<file path="config.mk">
export PLATFORM = sky130hd
export DESIGN_NAME = d_ext
export DESIGN_NICKNAME = d
export VERILOG_FILES = /design/src/rtl/d_ext_pkg.sv /design/src/rtl/d_ext_comb.sv /design/src/rtl/d_ext.sv
export SDC_FILE = /design/constraint.sdc
export NUM_CORES = 1
export LEC_CHECK = 0
export BUFFER_PORTS_ARGS = -buffer_cell sky130_fd_sc_hd__buf_2
export CAP_MARGIN = 20
export CORE_UTILIZATION = 45
export CTS_CLUSTER_SIZE = 14
export DETAILED_ROUTE_END_ITERATION = 10
export PLACE_DENSITY_LB_ADDON = 0.3
export SLEW_MARGIN = 0
export SYNTH_ARGS = -nofsm -noshare
export SYNTH_HDL_FRONTEND = slang
export SYNTH_SLANG_ARGS = --single-unit
export TNS_END_PERCENT = 100
</file>
<file path="constraint.sdc">
create_clock -name clk -period 3.55 [get_ports clk]
set_input_delay 0 -clock clk [delete_from_list [all_inputs] [get_ports clk]]
set_output_delay 0 -clock clk [all_outputs]
set_load 0.01 [all_outputs]
</file>
<file path="src/rtl/d_ext_pkg.sv">
// Shared decode-stage definitions: extension opcode encodings used by both
// the controller and the immediate/target extender.
package d_ext_pkg;

    localparam logic [3:0] EXT_ZERO      = 4'd0;
    localparam logic [3:0] EXT_SIGN      = 4'd1;
    localparam logic [3:0] EXT_LUI       = 4'd2;
    localparam logic [3:0] EXT_SIGN_SL2  = 4'd3;
    localparam logic [3:0] EXT_BR_TARGET = 4'd4;
    localparam logic [3:0] EXT_J_TARGET  = 4'd5;
    localparam logic [3:0] EXT_LINK      = 4'd6;
    localparam logic [3:0] EXT_SHAMT     = 4'd7;

    function automatic logic [31:0] sext16(input logic [15:0] v);
        return {{16{v[15]}}, v};
    endfunction

endpackage

</file>
<file path="src/rtl/d_ext_comb.sv">
// Combinational core of the extender: pure function of immediates, PC and op.
module d_ext_comb
    import d_ext_pkg::*;
(
    input  logic [15:0] imm16_i,
    input  logic [25:0] imm26_i,
    input  logic [3:0]  extOp_i,
    input  logic [31:0] pc_i,
    output logic [31:0] ext_o
);

    logic [31:0] sext;
    logic [31:0] pc4;

    assign sext = sext16(imm16_i);
    assign pc4  = pc_i + 32'd4;

    // Adds are modulo 2^32; carry-out is intentionally dropped.
    always_comb begin
        ext_o = 32'h0000_0000;
        case (extOp_i)
            EXT_ZERO:      ext_o = {16'h0000, imm16_i};
            EXT_SIGN:      ext_o = sext;
            EXT_LUI:       ext_o = {imm16_i, 16'h0000};
            EXT_SIGN_SL2:  ext_o = sext << 2;
            EXT_BR_TARGET: ext_o = pc4 + (sext << 2);
            EXT_J_TARGET:  ext_o = {pc4[31:28], imm26_i, 2'b00};
            EXT_LINK:      ext_o = pc_i + 32'd8;
            EXT_SHAMT:     ext_o = {27'h0, imm16_i[10:6]};
            default:       ext_o = 32'h0000_0000;
        endcase
    end

endmodule

</file>
<file path="src/rtl/d_ext.sv">
// Decode-stage immediate/target extender with a single output register.
module d_ext
    import d_ext_pkg::*;
(
    input  logic        clk,
    input  logic        reset,
    input  logic [15:0] imm16,
    input  logic [25:0] imm26,
    input  logic [3:0]  extOp,
    input  logic [31:0] pc,
    output logic [31:0] extImm
);

    logic [31:0] extImm_d;
    logic [31:0] extImm_q;

    d_ext_comb u_comb (
        .imm16_i (imm16),
        .imm26_i (imm26),
        .extOp_i (extOp),
        .pc_i    (pc),
        .ext_o   (extImm_d)
    );

    always_ff @(posedge clk) begin
        if (reset) extImm_q <= 32'h0000_0000;
        else       extImm_q <= extImm_d;
    end

    assign extImm = extImm_q;

endmodule

</file>
Yosys cells after proc, flatten, opt, wreduce, memory -nomap -nowiden
Index checks and enable logic that the tools add are counted.

Register bits after elaboration: 32. Input port bits: 80. Output and inout port bits: 32. Logic and storage cells: 13.

Add/subtract/negate cells: 3. Eq/ne operators: 7. Muxes and demuxes: 1. Reduce and logical (&&, ||, !) cells: 1.

Operators with widths (number): 32-bit case mux with 8 select lines (1); 32-bit by 3-bit adder with 32-bit output (second input constant) (1); 32-bit adder (1); 32-bit by 4-bit adder with 32-bit output (second input constant) (1); 4-bit by 3-bit equality test with 1-bit output (second input constant) (4); 4-bit by 2-bit equality test with 1-bit output (second input constant) (2); 4-bit by 1-bit equality test with 1-bit output (second input constant) (1); 4-bit zero test (1).

Longest topological paths before layout
Depth in word-level cells: 3. Mapped depth: 18. Gate-level depth less buffers: 17.

By module
From an unflattened synthesis, not the netlist that was laid out.

Cell total of the unflattened synthesis: 580. Area total of the unflattened synthesis: 4324.1 µm².

Modules (own cells, without submodules): d_ext_comb (times used 1, cells an instance 513, area each 3460.8 µm², sequential area each 0.0 µm²); d_ext (times used 1, cells an instance 67, area each 863.3 µm², sequential area each 640.6 µm²).

Worst setup path before layout
OpenSTA, ideal clock, no wires.

Path type: input to register. From: input port pc[3]. To: register extImm_q[30], in the netlist extImm[30]. Library setup time: 0.123 ns. Data arrival time: 3.122 ns. Slack: 0.305 ns. Cell stages on the path: 16. Cell sequence: ha_1 nand3_2 nor4_4 and3_1 buf_4 nand2_1 xnor2_1 ha_1 a21oi_2 o21ai_0 o31a_1 nor3_1 a21oi_4 a221oi_4 o31a_1 o211ai_2.

Word-level cells in the longest chain between the ends: 3. Elaborated cells between the ends (all ways): 4. Those cells by class: add/sub (3); mux (1).

Ends and longest elaborated chain: start, declared (RTL line d_ext.sv:10) `input logic [31:0] pc,`; 32-bit by 3-bit adder with 32-bit output (RTL line d_ext_comb.sv:16) `assign pc4 = pc_i + 32'd4;`; 32-bit adder (RTL line d_ext_comb.sv:26) `EXT_BR_TARGET: ext_o = pc4 + (sext << 2);`; 32-bit case mux with 8 select lines (*) (RTL line d_ext_comb.sv:21) `case (extOp_i)`; end signal, assigned (RTL line d_ext.sv:27) `else extImm_q <= extImm_d;`; end, declared (RTL line d_ext.sv:15) `logic [31:0] extImm_q;`.

Every way passes the cells marked *; elsewhere a longest branch is shown, timed or not. A chain may end at the register's enable or synchronous reset.

Worst setup path in the final report
Ends and elaborated chain as after synthesis.

==> results.txt <==
The flow ran to the end, and the final reports show no timing, DRC or antenna violations. The clock-pin slew reported for the worst setup and hold paths after clock tree synthesis is 80 ps. The clock passes through at most 2 buffers. The residual DRC count came out at 0.

The sort of element at the end of the critical path is a register. The number of maximum-capacitance constraint violations is 0. The setup TNS came out at 0 ps.

After routing the design area is 5060 sq um. Once the floorplan was initialized, standard cells occupied 46.2% of the core. The placed instance area is 4970 sq um. Setup repair after global routing left no endpoint under its margin. The height of the chip is 99.2 um. The critical path buffer and inverter count came out at 1.

During I/O placement, the number of pins put on the boundary was 112. The cell depth of the worst setup path came out at 16. The analysis attributes to net switching a power of ~0.0005 W. The tightest min-delay check is of the in -> reg type. The number of pins with negative max-slew slack in the final report came out at 0. The number of warnings printed during yosys synthesis came out at 0. The number of clock buffers added by TritonCTS is 5. The total number of vias is about 5,000. The buffer count from post-CTS setup fixing is 0. The synthesized area divided by synthesized cell count is roughly 7.5 sq um. The worst slack at placement came out at 24.5 ps.

The number of nets still failing antenna checks after routing came out at 0. Once detailed placement completed, the half-perimeter wirelength came to 12,000 um. For this run, the post-layout net count is 792. The repair_antennas step left the layout with diodes totalling 0.

The cell area after technology mapping is 4250 sq um. At the pin with the least slew margin, the transition time is 721 ps. The initial DRC count is about 480. The number of hold buffers added after CTS came out at 0. The die covers a little under 10,000 sq um. The clock share of power is 24.9%. The data required time at the worst endpoint came out at 3730 ps. The number of flops mapped to enable cells by yosys came out at 0. The launch point of the worst path is pc[3]. Walking the worst path, the cells encountered are buf_2 > ha_1 > nand3_2 > nor4_4 > and3_1 > nand2_1 > xnor2_1 > ha_1 > a21oi_2 > o21ai_0 > o31a_1 > nor3_1 > a21oi_4 > a221oi_4 > o31a_1 > o211ai_2. In this run the worst setup path terminates at extImm[30]$_SDFF_PP0_. The normalized max-slew margin came out at about half.

The worst IR drop on VDD came out at 0.135 mV. Global routing used 31.6% of the available tracks. The internal portion of the total power is 0.000767 W. The biggest cell delay along the critical path came out at 370 ps. For this run the aggregate overflow at the end of global routing stands at 0. The total count of hold-check failures in the final report is 0. The most instantiated flip-flop cell in the synthesis netlist is sky130_fd_sc_hd__dfxtp_1.

In the final routed layout, each cell accounts on average for 19.8 um. The post-synthesis instance total came out at 568. The highest achievable clock rate came out at 305 MHz. The leakage power is 2.21 nW. After layout, the worst path uses 92.3% of the clock period. The congestion estimate from routability-driven global placement came to 1.01. The total core area came out at 9200 sq um. The flip-flop count of the largest register, all copies and words added came out at 32. In this run the clock root is driven by a sky130_fd_sc_hd__clkbuf_8. The global-route wire length before repair is roughly 24,000 um. The net count after synthesis came out at just under 700. In this run the top signal layer used is met4. Of the total power, the share spent switching nets is 39.4%. The portion of total power attributed to combinational logic came out at 45.6%.

The cell family contributing the most delay on the critical path is compound AO/OA/AOI/OAI gates. The number of global-route vias before repair is about 4,700. The H-tree was split into 2 levels. After detailed routing, the number of vias per cell comes to 6.26. The netlist uses 77 different library cells. The total number of placement rows is 35. The wire length on met2 came out at 7230 um. The fraction of registers with async set or reset after synthesis came out at 0%. The CTS sink count is 32. Registers are responsible for 29.5% of the overall power. The area growth from synthesis to layout is 19.1%. The final setup violation count is 0. For this block, wires on met1 add up to 6670 um. The slowest stage of the critical path belongs to the cell sky130_fd_sc_hd__nor4_4.

The final worst slack came out at about 270 ps. The pin count of the biggest net entering global routing is 27. The CTS tree is yes.

The number of antenna violations at the first check in global routing is 0. The share of final-layout standard cells stronger than drive strength 1 is between 20% and 30%. The highest fanout seen on the critical path came out at 6. The width of the chip came out at 99.2 um. The final critical delay including setup and external delays came out at 3280 ps. In this run, synthesis produced a sequential element count of 32. Port buffering added 111 buffers. Gates resized during post-CTS repair numbered 0. The arrival time of data at the critical path endpoint came out at 3460 ps. The first TritonRoute pass finished after 7 iterations. Sequential elements use 15.1% of the synthesized area.

The total wire length is 15,700 um. The met3 wirelength from detailed routing came out at 1440 um. The critical path is of the in -> reg type. The total power per unit cell area is between 200 and 300 nW/um^2. The worst setup path is launched from an input port.
[per-stage QoR]
stage          std cells  util (%)  total power, W  hold slack [ps]
3_3_place_gp         782      54.1        0.000942              296
5_1_grt              790      55.1         0.00134             28.5
2_1_floorplan        568         -        0.000753              150
3_5_place_dp         782      54.1        0.000944              303
6_report             790      55.1         0.00127             11.0
4_1_cts              790      55.1         0.00126             3.76
[synthesized netlist by cell type, types with 3 or more instances]
cell type,instances,area (sq um)
sky130_fd_sc_hd__clkbuf_1,18,67.6
sky130_fd_sc_hd__nand4_1,10,62.6
sky130_fd_sc_hd__o22ai_1,6,37.5
sky130_fd_sc_hd__xnor2_1,48,420
sky130_fd_sc_hd__and4_1,10,87.6
sky130_fd_sc_hd__o21ai_0,41,205
sky130_fd_sc_hd__a31oi_1,5,31.3
sky130_fd_sc_hd__or2_2,4,25.0
sky130_fd_sc_hd__a21oi_1,50,250
sky130_fd_sc_hd__o21a_1,3,22.5
sky130_fd_sc_hd__o21bai_1,3,22.5
sky130_fd_sc_hd__nor2b_1,4,25.0
sky130_fd_sc_hd__xor2_1,23,201
sky130_fd_sc_hd__buf_1,3,11.3
sky130_fd_sc_hd__dfxtp_1,32,641
sky130_fd_sc_hd__nand3b_1,3,22.5
sky130_fd_sc_hd__nand2_1,53,199
sky130_fd_sc_hd__ha_1,33,413
sky130_fd_sc_hd__nor2_1,40,150
sky130_fd_sc_hd__nand3_1,22,110
sky130_fd_sc_hd__and3_1,12,75.1
sky130_fd_sc_hd__a21o_1,10,75.1
sky130_fd_sc_hd__a221o_1,5,50.1
sky130_fd_sc_hd__a211oi_1,4,30.0
sky130_fd_sc_hd__o211ai_1,5,37.5
sky130_fd_sc_hd__a221oi_1,8,70.1
sky130_fd_sc_hd__a22oi_1,9,67.6
sky130_fd_sc_hd__buf_2,5,25.0
sky130_fd_sc_hd__and2_1,5,31.3
sky130_fd_sc_hd__inv_1,10,37.5
sky130_fd_sc_hd__a222oi_1,10,100
sky130_fd_sc_hd__nor3_1,17,85.1
[cells in the final DEF, fill, tap and decap left out, types with 6 or more instances in the layout]
master,count
sky130_fd_sc_hd__nand3_1,22
sky130_fd_sc_hd__buf_4,22
sky130_fd_sc_hd__xnor2_1,48
sky130_fd_sc_hd__clkbuf_8,6
sky130_fd_sc_hd__o22ai_1,6
sky130_fd_sc_hd__a222oi_1,10
sky130_fd_sc_hd__nor3_1,17
sky130_fd_sc_hd__and3_1,12
sky130_fd_sc_hd__a21o_1,10
sky130_fd_sc_hd__ha_1,33
sky130_fd_sc_hd__and4_1,10
sky130_fd_sc_hd__a221oi_1,8
sky130_fd_sc_hd__buf_2,111
sky130_fd_sc_hd__a21oi_1,50
sky130_fd_sc_hd__a22oi_1,9
sky130_fd_sc_hd__xor2_1,23
sky130_fd_sc_hd__dfxtp_1,32
sky130_fd_sc_hd__o21ai_0,41
sky130_fd_sc_hd__nor2_1,40
sky130_fd_sc_hd__nand4_1,10
sky130_fd_sc_hd__nand2_1,53
sky130_fd_sc_hd__inv_1,10
[kinds of logic after synthesis]
kind of cell | after synthesis | synth area share, %
AND/OR/NAND/NOR | 200 | 24.4
AO/OA/AOI/OAI | 188 | 30.6
XOR/XNOR | 72 | 15.0
buffers and inverters | 40 | 4.27
adder cells (fa/ha/maj) | 34 | 10.2
flip-flops | 32 | 15.1
multiplexers | 2 | 0.471
[worst min path at each step]
stage                     depth (start not counted)     start                   end  slack [ps]
final                                             3     pc[1]  extImm[1]$_SDFF_PP0_          10
after global routing                              3  imm16[3]  extImm[5]$_SDFF_PP0_          30
after CTS                                         3     pc[1]  extImm[1]$_SDFF_PP0_           4
after detailed placement                          3     pc[1]  extImm[1]$_SDFF_PP0_         300
after global placement                            3     pc[0]  extImm[0]$_SDFF_PP0_         300
after floorplan                                   2  imm16[3]  extImm[5]$_SDFF_PP0_         150
[power by group through the flow]
| stage | clock network [W] | registers, W | logic, W |
|---|---|---|---|
| after floorplan | 0 | 0.000389 | 0.000364 |
| after global placement | 0 | 0.000382 | 0.000560 |
| after detailed placement | 0 | 0.000382 | 0.000561 |
| after CTS | 0.000321 | 0.000374 | 0.000566 |
| after global routing | 0.000336 | 0.000375 | 0.000629 |
| final | 0.000316 | 0.000374 | 0.000578 |
[tightest hold or removal path, stage by stage]
cell and delay (ps):
sky130_fd_sc_hd__buf_2 80, sky130_fd_sc_hd__a22oi_1 60, sky130_fd_sc_hd__a21oi_1 130
[cell type report]
class | count | area (sq um)
timing repair buffer | 133 | 721
clock buffer | 8 | 90.1
fill | 914 | 4130
sequential | 32 | 641
multi-input combinational | 496 | 3440
tap | 111 | 139
inverter | 10 | 37.5
[per-layer routing]
layer,global-route usage (%),up-vias
li1,-,2361
met1,42.2,2307
met2,50.9,255
met3,6.11,24
met4,10.7,0
met5,0,-
Note: power is estimated with default switching activity, not from simulation.
